File: src/rtl/interrupt_injector_pkg.sv
// Shared types and constants for the interrupt injector: FSM state encoding,
// the 32-bit instruction word and the "no interrupt" marker.
package interrupt_injector_pkg;

    typedef enum logic [1:0] {
        IDLE    = 2'd0,
        PRESENT = 2'd1,
        HOLDOFF = 2'd2
    } state_e;

    typedef logic [31:0] instr_t;

    localparam instr_t NO_INTERRUPT = 32'b0;

    // Wide enough for holdoff counts up to 15.
    localparam int HOLD_W = 4;

endpackage

File: src/rtl/interrupt_injector_intr_fifo.sv
// Interrupt word FIFO: DEPTH entries (power of two), pointers wrap naturally.
// A push is honoured on a full queue only when a pop frees the head slot that cycle.
module intr_fifo
    import interrupt_injector_pkg::*;
#(
    parameter int DEPTH = 4
) (
    input  logic                     proc_clk,
    input  logic                     reset_n,
    input  logic                     push,
    input  logic                     pop,
    input  instr_t                   push_data,
    output logic                     full,
    output logic                     empty,
    output logic [$clog2(DEPTH):0]   count,
    output instr_t                   head_data,
    output instr_t                   tail_data
);

    localparam int AW = $clog2(DEPTH);
    localparam int CW = AW + 1;

    instr_t          mem_q [DEPTH];
    instr_t          mem_d [DEPTH];
    logic [AW-1:0]   wr_ptr_q, wr_ptr_d;
    logic [AW-1:0]   rd_ptr_q, rd_ptr_d;
    logic [CW-1:0]   count_q, count_d;
    logic            push_ok, pop_ok;

    assign full      = (count_q == CW'(DEPTH));
    assign empty     = (count_q == '0);
    assign count     = count_q;
    assign head_data = mem_q[rd_ptr_q];
    assign tail_data = mem_q[wr_ptr_q - AW'(1)];

    assign pop_ok  = pop && !empty;
    assign push_ok = push && (!full || pop_ok);

    always_comb begin
        mem_d    = mem_q;
        wr_ptr_d = wr_ptr_q;
        rd_ptr_d = rd_ptr_q;
        count_d  = count_q;
        if (push_ok) begin
            mem_d[wr_ptr_q] = push_data;
            wr_ptr_d        = wr_ptr_q + AW'(1);
        end
        if (pop_ok) begin
            rd_ptr_d = rd_ptr_q + AW'(1);
        end
        case ({push_ok, pop_ok})
            2'b10:   count_d = count_q + CW'(1);
            2'b01:   count_d = count_q - CW'(1);
            default: count_d = count_q;
        endcase
    end

    always_ff @(posedge proc_clk or negedge reset_n) begin
        if (!reset_n) begin
            for (int i = 0; i < DEPTH; i++) begin
                mem_q[i] <= NO_INTERRUPT;
            end
            wr_ptr_q <= '0;
            rd_ptr_q <= '0;
            count_q  <= '0;
        end else begin
            mem_q    <= mem_d;
            wr_ptr_q <= wr_ptr_d;
            rd_ptr_q <= rd_ptr_d;
            count_q  <= count_d;
        end
    end

endmodule

File: src/rtl/interrupt_injector.sv
// Queues interrupt words and injects them into the fetch stage with a holdoff gap.
// Optional macro INTR_COALESCE_EN drops a request equal to the newest queued, unpresented entry.
//
//   state   | meaning
//   IDLE    | nothing presented; waits for a queued entry
//   PRESENT | head word on inject_instruction, waits for inject_ready
//   HOLDOFF | enforced idle gap after a transfer, HOLDOFF_CYC cycles
module interrupt_injector
    import interrupt_injector_pkg::*;
#(
    parameter int DEPTH       = 4,
    parameter int HOLDOFF_CYC = 2,
    parameter int OVF_W       = 8
) (
    input  logic                     proc_clk,
    input  logic                     reset_n,
    input  logic [31:0]              interrupt_instruction,
    input  logic                     inject_ready,
    output logic                     inject_valid,
    output logic [31:0]              inject_instruction,
    output logic [$clog2(DEPTH):0]   pending_count,
    output logic [OVF_W-1:0]         overflow_count,
    output logic                     busy
);

    localparam int CW = $clog2(DEPTH) + 1;

    state_e              state_q, state_d;
    logic [HOLD_W-1:0]   hold_q, hold_d;
    logic [OVF_W-1:0]    ovf_q, ovf_d;

    logic                req, coalesce, xfer, push, drop;
    logic                full, empty;
    logic [CW-1:0]       count;
    instr_t              head, tail;

    assign req  = (interrupt_instruction != NO_INTERRUPT);
    assign xfer = (state_q == PRESENT) && inject_ready;

`ifdef INTR_COALESCE_EN
    // A lone entry that is currently presented is the head, so it never coalesces.
    assign coalesce = req && !empty && (tail == interrupt_instruction)
                      && !((state_q == PRESENT) && (count == CW'(1)));
`else
    logic unused_tail;
    assign unused_tail = ^tail;
    assign coalesce    = 1'b0;
`endif

    assign push = req && !coalesce && (!full || xfer);
    assign drop = req && !coalesce && full && !xfer;

    intr_fifo #(
        .DEPTH (DEPTH)
    ) u_fifo (
        .proc_clk  (proc_clk),
        .reset_n   (reset_n),
        .push      (push),
        .pop       (xfer),
        .push_data (interrupt_instruction),
        .full      (full),
        .empty     (empty),
        .count     (count),
        .head_data (head),
        .tail_data (tail)
    );

    always_comb begin
        state_d = state_q;
        hold_d  = hold_q;
        case (state_q)
            IDLE: begin
                if (!empty) begin
                    state_d = PRESENT;
                end
            end
            PRESENT: begin
                if (xfer) begin
                    if (HOLDOFF_CYC > 0) begin
                        state_d = HOLDOFF;
                        hold_d  = HOLD_W'(HOLDOFF_CYC - 1);
                    end else if ((count > CW'(1)) || push) begin
                        state_d = PRESENT;
                    end else begin
                        state_d = IDLE;
                    end
                end
            end
            HOLDOFF: begin
                if (hold_q == '0) begin
                    state_d = empty ? IDLE : PRESENT;
                end else begin
                    hold_d = hold_q - HOLD_W'(1);
                end
            end
            default: begin
                state_d = IDLE;
                hold_d  = '0;
            end
        endcase
    end

    always_comb begin
        ovf_d = ovf_q;
        if (drop && (ovf_q != {OVF_W{1'b1}})) begin
            ovf_d = ovf_q + OVF_W'(1);
        end
    end

    always_ff @(posedge proc_clk or negedge reset_n) begin
        if (!reset_n) begin
            state_q <= IDLE;
            hold_q  <= '0;
            ovf_q   <= '0;
        end else begin
            state_q <= state_d;
            hold_q  <= hold_d;
            ovf_q   <= ovf_d;
        end
    end

    assign inject_valid       = (state_q == PRESENT);
    assign inject_instruction = inject_valid ? head : NO_INTERRUPT;
    assign pending_count      = count;
    assign overflow_count     = ovf_q;
    assign busy               = (state_q != IDLE) || !empty;

endmodule

File: config.mk
export PLATFORM = sky130hd
export DESIGN_NAME = interrupt_injector
export DESIGN_NICKNAME = d
export VERILOG_FILES = /design/src/rtl/interrupt_injector_pkg.sv /design/src/rtl/interrupt_injector_intr_fifo.sv /design/src/rtl/interrupt_injector.sv
export SDC_FILE = /design/constraint.sdc
export NUM_CORES = 1
export LEC_CHECK = 0
export ABC_CLOCK_PERIOD_IN_PS = 3300
export BUFFER_PORTS_ARGS = -buffer_cell sky130_fd_sc_hd__buf_2
export CORE_ASPECT_RATIO = 1.5
export CORE_MARGIN = 1
export CORE_UTILIZATION = 45
export DETAILED_ROUTE_END_ITERATION = 8
export MAX_ROUTING_LAYER = met4
export SYNTH_ARGS = -nofsm -noshare
export SYNTH_HDL_FRONTEND = slang
export SYNTH_SLANG_ARGS = --single-unit
File: constraint.sdc
create_clock -name proc_clk -period 3.3 [get_ports proc_clk]
set_clock_uncertainty 0.05 [all_clocks]
set_input_delay 0.165 -clock proc_clk [delete_from_list [all_inputs] [get_ports proc_clk]]
set_output_delay 0.165 -clock proc_clk [all_outputs]
set_load 0.01 [all_outputs]
==> flow_metrics.env, run 1 <==
export IMPL_placeableCoreArea_mm2=0.0152
export IMPL_syn_cell_area_mm2=0.00706
export IMPL_grt_pass1_wl_um=24900
export IMPL_async_flop_share_pct=100
export IMPL_hold_start="interrupt_instruction[7]"
export IMPL_final_common_cell="dfrtp_1"
export IMPL_place_congestion=0.772
export IMPL_postSynthCellCount=468
export IMPL_min_to="u_fifo.mem_q[71]$_DFFE_PN0P_"
export IMPL_run_status="completed"
export IMPL_p_per_area_mw_per_mm2=1090
export IMPL_synth_cell_type_count=38
export IMPL_reg2reg_depth=11
export IMPL_path_max_fanout=12
export IMPL_cts_tree="yes"
export IMPL_clock_sinks=149
export IMPL_cts_made_buffers=17
export IMPL_die_area_mm2=0.0162
export IMPL_crit_path_start_kind="input pin"
export IMPL_routed_wl_um=15000
export IMPL_finalNonFillerCells=784
export IMPL_crit_type="in -> reg"
export IMPL_syn_nets=517
export IMPL_power_leakage_nw=3.71
export IMPL_nFillCells=1258
export IMPL_final_cell_mix="dfrtp_1 (148), mux2_2 (127), buf_2 (78), mux4_2 (32), and2_1 (32)"
export IMPL_worstSkewPairLatency_ps=410
export IMPL_grt_max_degree=92
export IMPL_fin_crit_sh_pct=88.0
export IMPL_clockRootBuffer="clkbuf_16"
export IMPL_htreeDepth=4
export IMPL_ys_flop_type="dfrtp_1"
export IMPL_hold_slack_ps=10.7
export IMPL_worstReg2RegStart="state_q[1]$_DFFE_PN0P_"
export IMPL_dp_cells=732
export IMPL_min_period_ps=2900
export IMPL_yosys_warnings=0
export IMPL_gr_usage_all_layers_pct=20.8
export IMPL_ys_ff_latch=149
export IMPL_slew_viol_final=0
export IMPL_io_buffers=79
export IMPL_fin_nets=621
export IMPL_yosysSeqAreaShare_pct=52.8
export IMPL_syn_to_final_growth_pct=19.4
export IMPL_max_freq_mhz=344
export IMPL_grt_antenna_before_repair=1
export IMPL_ios=80
export IMPL_finalSetupTns_ps=0
export IMPL_worstMarginPinSlew_ps=869
export IMPL_first_global_vias=4622
export IMPL_drtIter0Drc=125
export IMPL_die_y_um=155
export IMPL_hold_viol_final=0
export IMPL_hpwl_um=9210
export IMPL_min_path_cells=2
export IMPL_synth_avg_cell_area_um2=15.1
export IMPL_first_pass_iters=4
export IMPL_clk_pin_slew_ps=60
export IMPL_reg2reg_to="u_fifo.count[2]$_DFFE_PN0P_"
export IMPL_via_per_inst=5.39
export IMPL_cts_resized_gates=0
export IMPL_cts_buffer_depth=2
export IMPL_wl_per_cell_um=19.1
export IMPL_row_count=55
export IMPL_r2r_setup_slack_ps=940
export IMPL_cap_violations=0
export IMPL_critPathArrivalTime_ps=3190
export IMPL_vdd_drop_max_mv=0.583
export IMPL_ant_nets=0
export IMPL_cp_required_ps=3590
export IMPL_drc=0
export IMPL_rsz0062_at_grt="no"
export IMPL_power_total_mw=9.21
export IMPL_via_count=4226
export IMPL_gr_total_overflow=0
export IMPL_die_w_um=104
export IMPL_hold_path_class="in -> reg"
export IMPL_crit_path_end_kind="flip-flop"
export IMPL_synth_enable_flop_cells=0
export IMPL_initial_core_util_pct=46.4
export IMPL_drive_above_1_share_pct=49.0
export IMPL_max_slew_margin_rel_pct=42.1
export IMPL_setup_violations=0
-- Yosys cell counts, types with 3 or more instances --
library cell	number	share of area [%]
nor4_1	8	0.71
clkbuf_1	7	0.37
buf_4	6	0.64
mux2_2	127	20
and3_1	6	0.53
mux2_1	4	0.64
ha_1	13	2.3
buf_8	3	0.64
o21ai_0	5	0.35
and2_1	32	2.8
buf_12	3	0.85
xor2_1	3	0.37
buf_2	4	0.28
nor2_1	5	0.27
dfrtp_1	149	53
xnor2_1	10	1.2
nand2_1	12	0.64
inv_1	9	0.48
nand3_1	8	0.57
mux4_2	32	10
-- how the worst max path moves through the flow --
| stage | from | end | cells after the start |
|---|---|---|---|
| 2_1_floorplan | state_q[1]$_DFFE_PN0P_ | u_fifo.count[2]$_DFFE_PN0P_ | 11 |
| 3_3_place_gp | interrupt_instruction[13] | u_fifo.count[2]$_DFFE_PN0P_ | 12 |
| 3_5_place_dp | interrupt_instruction[13] | u_fifo.count[2]$_DFFE_PN0P_ | 12 |
| 4_1_cts | interrupt_instruction[13] | u_fifo.count[2]$_DFFE_PN0P_ | 13 |
| 5_1_grt | interrupt_instruction[13] | u_fifo.count[2]$_DFFE_PN0P_ | 13 |
| 6_report | interrupt_instruction[13] | u_fifo.count[2]$_DFFE_PN0P_ | 13 |
-- stage by stage --
step	utilization (%)	cell area, µm²	setup WS [ps]
finish	55.4	8430	397
detailed placement	50.2	7630	528
floorplan	-	7060	1010
global placement	50.2	7630	541
global route	55.4	8430	179
CTS	55.4	8420	397
-- cell families (layout without fill, tap and decap cells) --
logic type	Yosys count	after routing	synth area share, %
muxes	163	163	31.1
adders and majority gates	14	14	2.59
other	0	1	0
buffers and inverters	33	149	3.42
and+or+nand+nor	85	85	7.41
AOI/OAI and AO/OA	11	11	0.993
xor gates and xnor gates	13	13	1.61
DFF	149	149	52.8
-- registers in the layout, indices dropped and copies added, names as in the netlist --
register and flops:
u_fifo.count 3, state_q 2, hold_q 4, u_fifo.wr_ptr_q 2
u_fifo.rd_ptr_q 2, overflow_count 8, u_fifo.mem_q 128
-- metal layers --
layer | wire (µm) | part of all wire (%) | GRT usage, %
met1 | 6480 | 43 | 25.4
met2 | 7780 | 52 | 34.7
met3 | 401 | 2.7 | 3.44
met4 | 293 | 2.0 | 7.69
met5 | 0 | 0 | -
-- power by group --
part | leakage (nW) | internal (mW) | total (mW) | switching (mW)
sequential | 1.77 | 2.77 | 3.33 | 0.557
combinational | 1.68 | 2.29 | 3.95 | 1.66
clock | 0.274 | 1.18 | 1.94 | 0.754
-- area by class of cell --
class	instances	area, µm²	share of cell area, %
Clock buffer	18	429	5.09
Clock inverter	13	160	1.90
Timing Repair Buffer	109	727	8.63
Multi-Input combinational cell	286	3100	36.7
Inverter	9	33.8	0.401
Sequential cell	149	3730	44.3
Tap cell	199	249	2.95
Antenna cell	1	2.50	0.0297
-- worst max-delay path: stages --
cell and delay [ps]:
dlygate4sd3_1 530, buf_2 150, nor4_1 410, buf_4 190, nand4_1 170, or2_4 380
nand2_1 150, ha_1 200, inv_1 60, fa_1 370, xor2_1 150, nor2_1 110
xor2_1 150
-- timing repair --
action                    CTS  global route
buffers inserted            0             0
hold endpoints to repair  143             0
hold buffers               20             0
(Power assumes the default switching activity.)
==> run 2, diff against run 1 <==
--- a/config.mk
+++ b/config.mk
@@ -8,7 +8,7 @@
 export ABC_CLOCK_PERIOD_IN_PS = 3300
 export BUFFER_PORTS_ARGS = -buffer_cell sky130_fd_sc_hd__buf_2
 export CORE_ASPECT_RATIO = 1.5
-export CORE_MARGIN = 1
+export CORE_MARGIN = 3
 export CORE_UTILIZATION = 45
 export DETAILED_ROUTE_END_ITERATION = 8
 export MAX_ROUTING_LAYER = met4
==> run 2 against run 1 <==
  * Routed wire length increased by 0.12%
  * Global-route usage fell by 1.6 points
  * Cell count increased by 0.38%
  * Register-to-register slack hardly changed
  * Maximum frequency increased by 3.5%
  * Sequential share of layout area barely moved
  * Utilization increased by 0.058 points
  * Clock-buffer cell count increased by 3
==> flow_metrics.env, run 2 (synthesis gave the netlist of run 1 again) <==
export IMPL_die_w_um=108
export IMPL_first_global_vias=4687
export IMPL_postCtsSetupRepairBufs=0
export IMPL_htreeDepth=4
export IMPL_hold_start="interrupt_instruction[22]"
export IMPL_nFillCells=1253
export IMPL_clk_pin_slew_ps=60
export IMPL_fin_nets=625
export IMPL_swShare_pct=31.9
export IMPL_gr_total_overflow=0
export IMPL_hpwl_um=9550
export IMPL_clock_sinks=149
export IMPL_grt_pass1_wl_um=24800
export IMPL_max_freq_mhz=357
export IMPL_hold_buffers=22
export IMPL_net_switching_power_mw=2.93
export IMPL_place_ws_ps=576
export IMPL_largest_register_ffs=128
export IMPL_cts_resized_gates=0
export IMPL_worstReg2RegStart="state_q[1]$_DFFE_PN0P_"
export IMPL_io_buffers=79
export IMPL_first_pass_iters=4
export IMPL_finalNonFillerCells=787
export IMPL_cts_made_buffers=17
export IMPL_vdd_drop_max_mv=0.519
export IMPL_gr_usage_all_layers_pct=19.2
export IMPL_setup_violations=0
export IMPL_diodes=0
export IMPL_place_congestion=0.770
export IMPL_seqPwrFrac_pct=36.3
export IMPL_initial_core_util_pct=46.4
export IMPL_finalWorstSetupSlack_ps=496
export IMPL_crit_type="in -> reg"
export IMPL_routed_wl_um=15000
export IMPL_drc=0
export IMPL_critical_path_startpoint="interrupt_instruction[5]"
export IMPL_post_route_util_pct=55.5
export IMPL_power_leakage_nw=3.74
export IMPL_reg2reg_depth=11
export IMPL_grt_antenna_before_repair=0
export IMPL_cts_tree="yes"
export IMPL_critPathArrivalTime_ps=3090
export IMPL_worstSkewPairLatency_ps=410
export IMPL_drtIter0Drc=168
export IMPL_syn_to_final_growth_pct=19.6
export IMPL_clockRootBuffer="clkbuf_16"
export IMPL_rsz0062_at_grt="no"
export IMPL_internal_power_mw=6.26
export IMPL_cpMostUsedCell="xor2_1"
export IMPL_regMostFlops="u_fifo.mem_q"
export IMPL_hold_viol_final=0
export IMPL_path_max_fanout=12
export IMPL_final_common_cell="dfrtp_1"
export IMPL_cap_violations=0
export IMPL_crit_path_end_kind="flip-flop"
export IMPL_row_count=55
export IMPL_power_total_mw=9.19
export IMPL_placeableCoreArea_mm2=0.0152
export IMPL_worstMarginPinSlew_ps=691
export IMPL_regArea_mm2=0.00373
export IMPL_drive_above_1_share_pct=48.8
export IMPL_finalSetupTns_ps=0
export IMPL_multi_input_area_mm2=0.00310
export IMPL_min_path_cells=2
export IMPL_via_per_inst=5.38
export IMPL_final_cell_mix="dfrtp_1 (148), mux2_2 (127), buf_2 (78), mux4_2 (32), and2_1 (32)"
export IMPL_dp_cells=734
export IMPL_ios=80
export IMPL_slew_viol_final=0
export IMPL_min_period_ps=2800
export IMPL_via_count=4234
export IMPL_slowest_stage="dlygate4sd3_1"
export IMPL_clockPowerShare_pct=21.0
export IMPL_crit_chain="dlygate4sd3_1, buf_2, nor4_1, nand4_1, or2_4, nand2_1, ha_1, inv_1, fa_1, xor2_1, nor2_1, xor2_1"
export IMPL_run_status="completed"
export IMPL_p_per_area_mw_per_mm2=1090
export IMPL_hold_path_class="in -> reg"
export IMPL_max_slew_margin_rel_pct=53.9
export IMPL_fin_crit_sh_pct=85.0
export IMPL_cp_required_ps=3580
export IMPL_max_stage_delay_ps=530
export IMPL_ant_nets=0
export IMPL_comb_power_share_pct=42.6
export IMPL_cts_buffer_depth=2
export IMPL_die_y_um=159
export IMPL_crit_path_start_kind="input pin"
export IMPL_wl_per_cell_um=19.0
export IMPL_grt_max_degree=75
export IMPL_die_area_mm2=0.0172
-- run 2: path summary, 6_finish.rpt --
kind,endpoint,slack [ps]
setup reg to reg,u_fifo.count[2]$_DFFE_PN0P_,930
setup / recovery,u_fifo.count[2]$_DFFE_PN0P_,500
hold / removal,u_fifo.mem_q[86]$_DFFE_PN0P_,8
max in group asynchronous,u_fifo.wr_ptr_q[0]$_DFFE_PN0P_,2050
min in group asynchronous,u_fifo.mem_q[13]$_DFFE_PN0P_,260
hold reg to reg,u_fifo.mem_q[89]$_DFFE_PN0P_,450
-- run 2: through the flow --
stage          area [µm²]  hold WS [ps]
3_5_place_dp         7620           185
5_1_grt              8440          2.64
6_report             8440          7.52
3_3_place_gp         7620           156
4_1_cts              8440         0.294
2_1_floorplan        7060          -181
-- run 2: per-layer routing --
| metal | GRT usage (%) | vias up | routed length, µm |
|---|---|---|---|
| li1 | - | 1917 | - |
| met1 | 24.9 | 2224 | 6630 |
| met2 | 31.0 | 86 | 7700 |
| met3 | 3.69 | 7 | 520 |
| met4 | 5.17 | 0 | 126 |
| met5 | - | - | 0 |
-- run 2: power groups by stage --
stage          Clock, mW  Sequential [mW]  Combinational [mW]
4_1_cts             1.98             3.34                4.00
3_5_place_dp           0             3.37                3.96
6_report            1.93             3.34                3.92
2_1_floorplan          0             3.14                3.18
5_1_grt             2.07             3.46                4.28
3_3_place_gp           0             3.30                3.89
-- run 2: layout make-up --
| cell class | instances | share of cell area, % |
|---|---|---|
| clock buffer | 21 | 5.46 |
| tap | 199 | 2.95 |
| inverter | 9 | 0.400 |
| clock inverter | 10 | 1.54 |
| timing repair buffer | 113 | 8.74 |
| sequential | 149 | 44.2 |
| multi-input combinational | 286 | 36.7 |
-- run 2: critical path, delay by kind of cell --
family / cells / cell delay (ps)
AND/OR/NAND/NOR: 5 / 1300
XOR/XNOR: 2 / 300
buffers and inverters: 3 / 750
adder cells (fa/ha/maj): 2 / 570
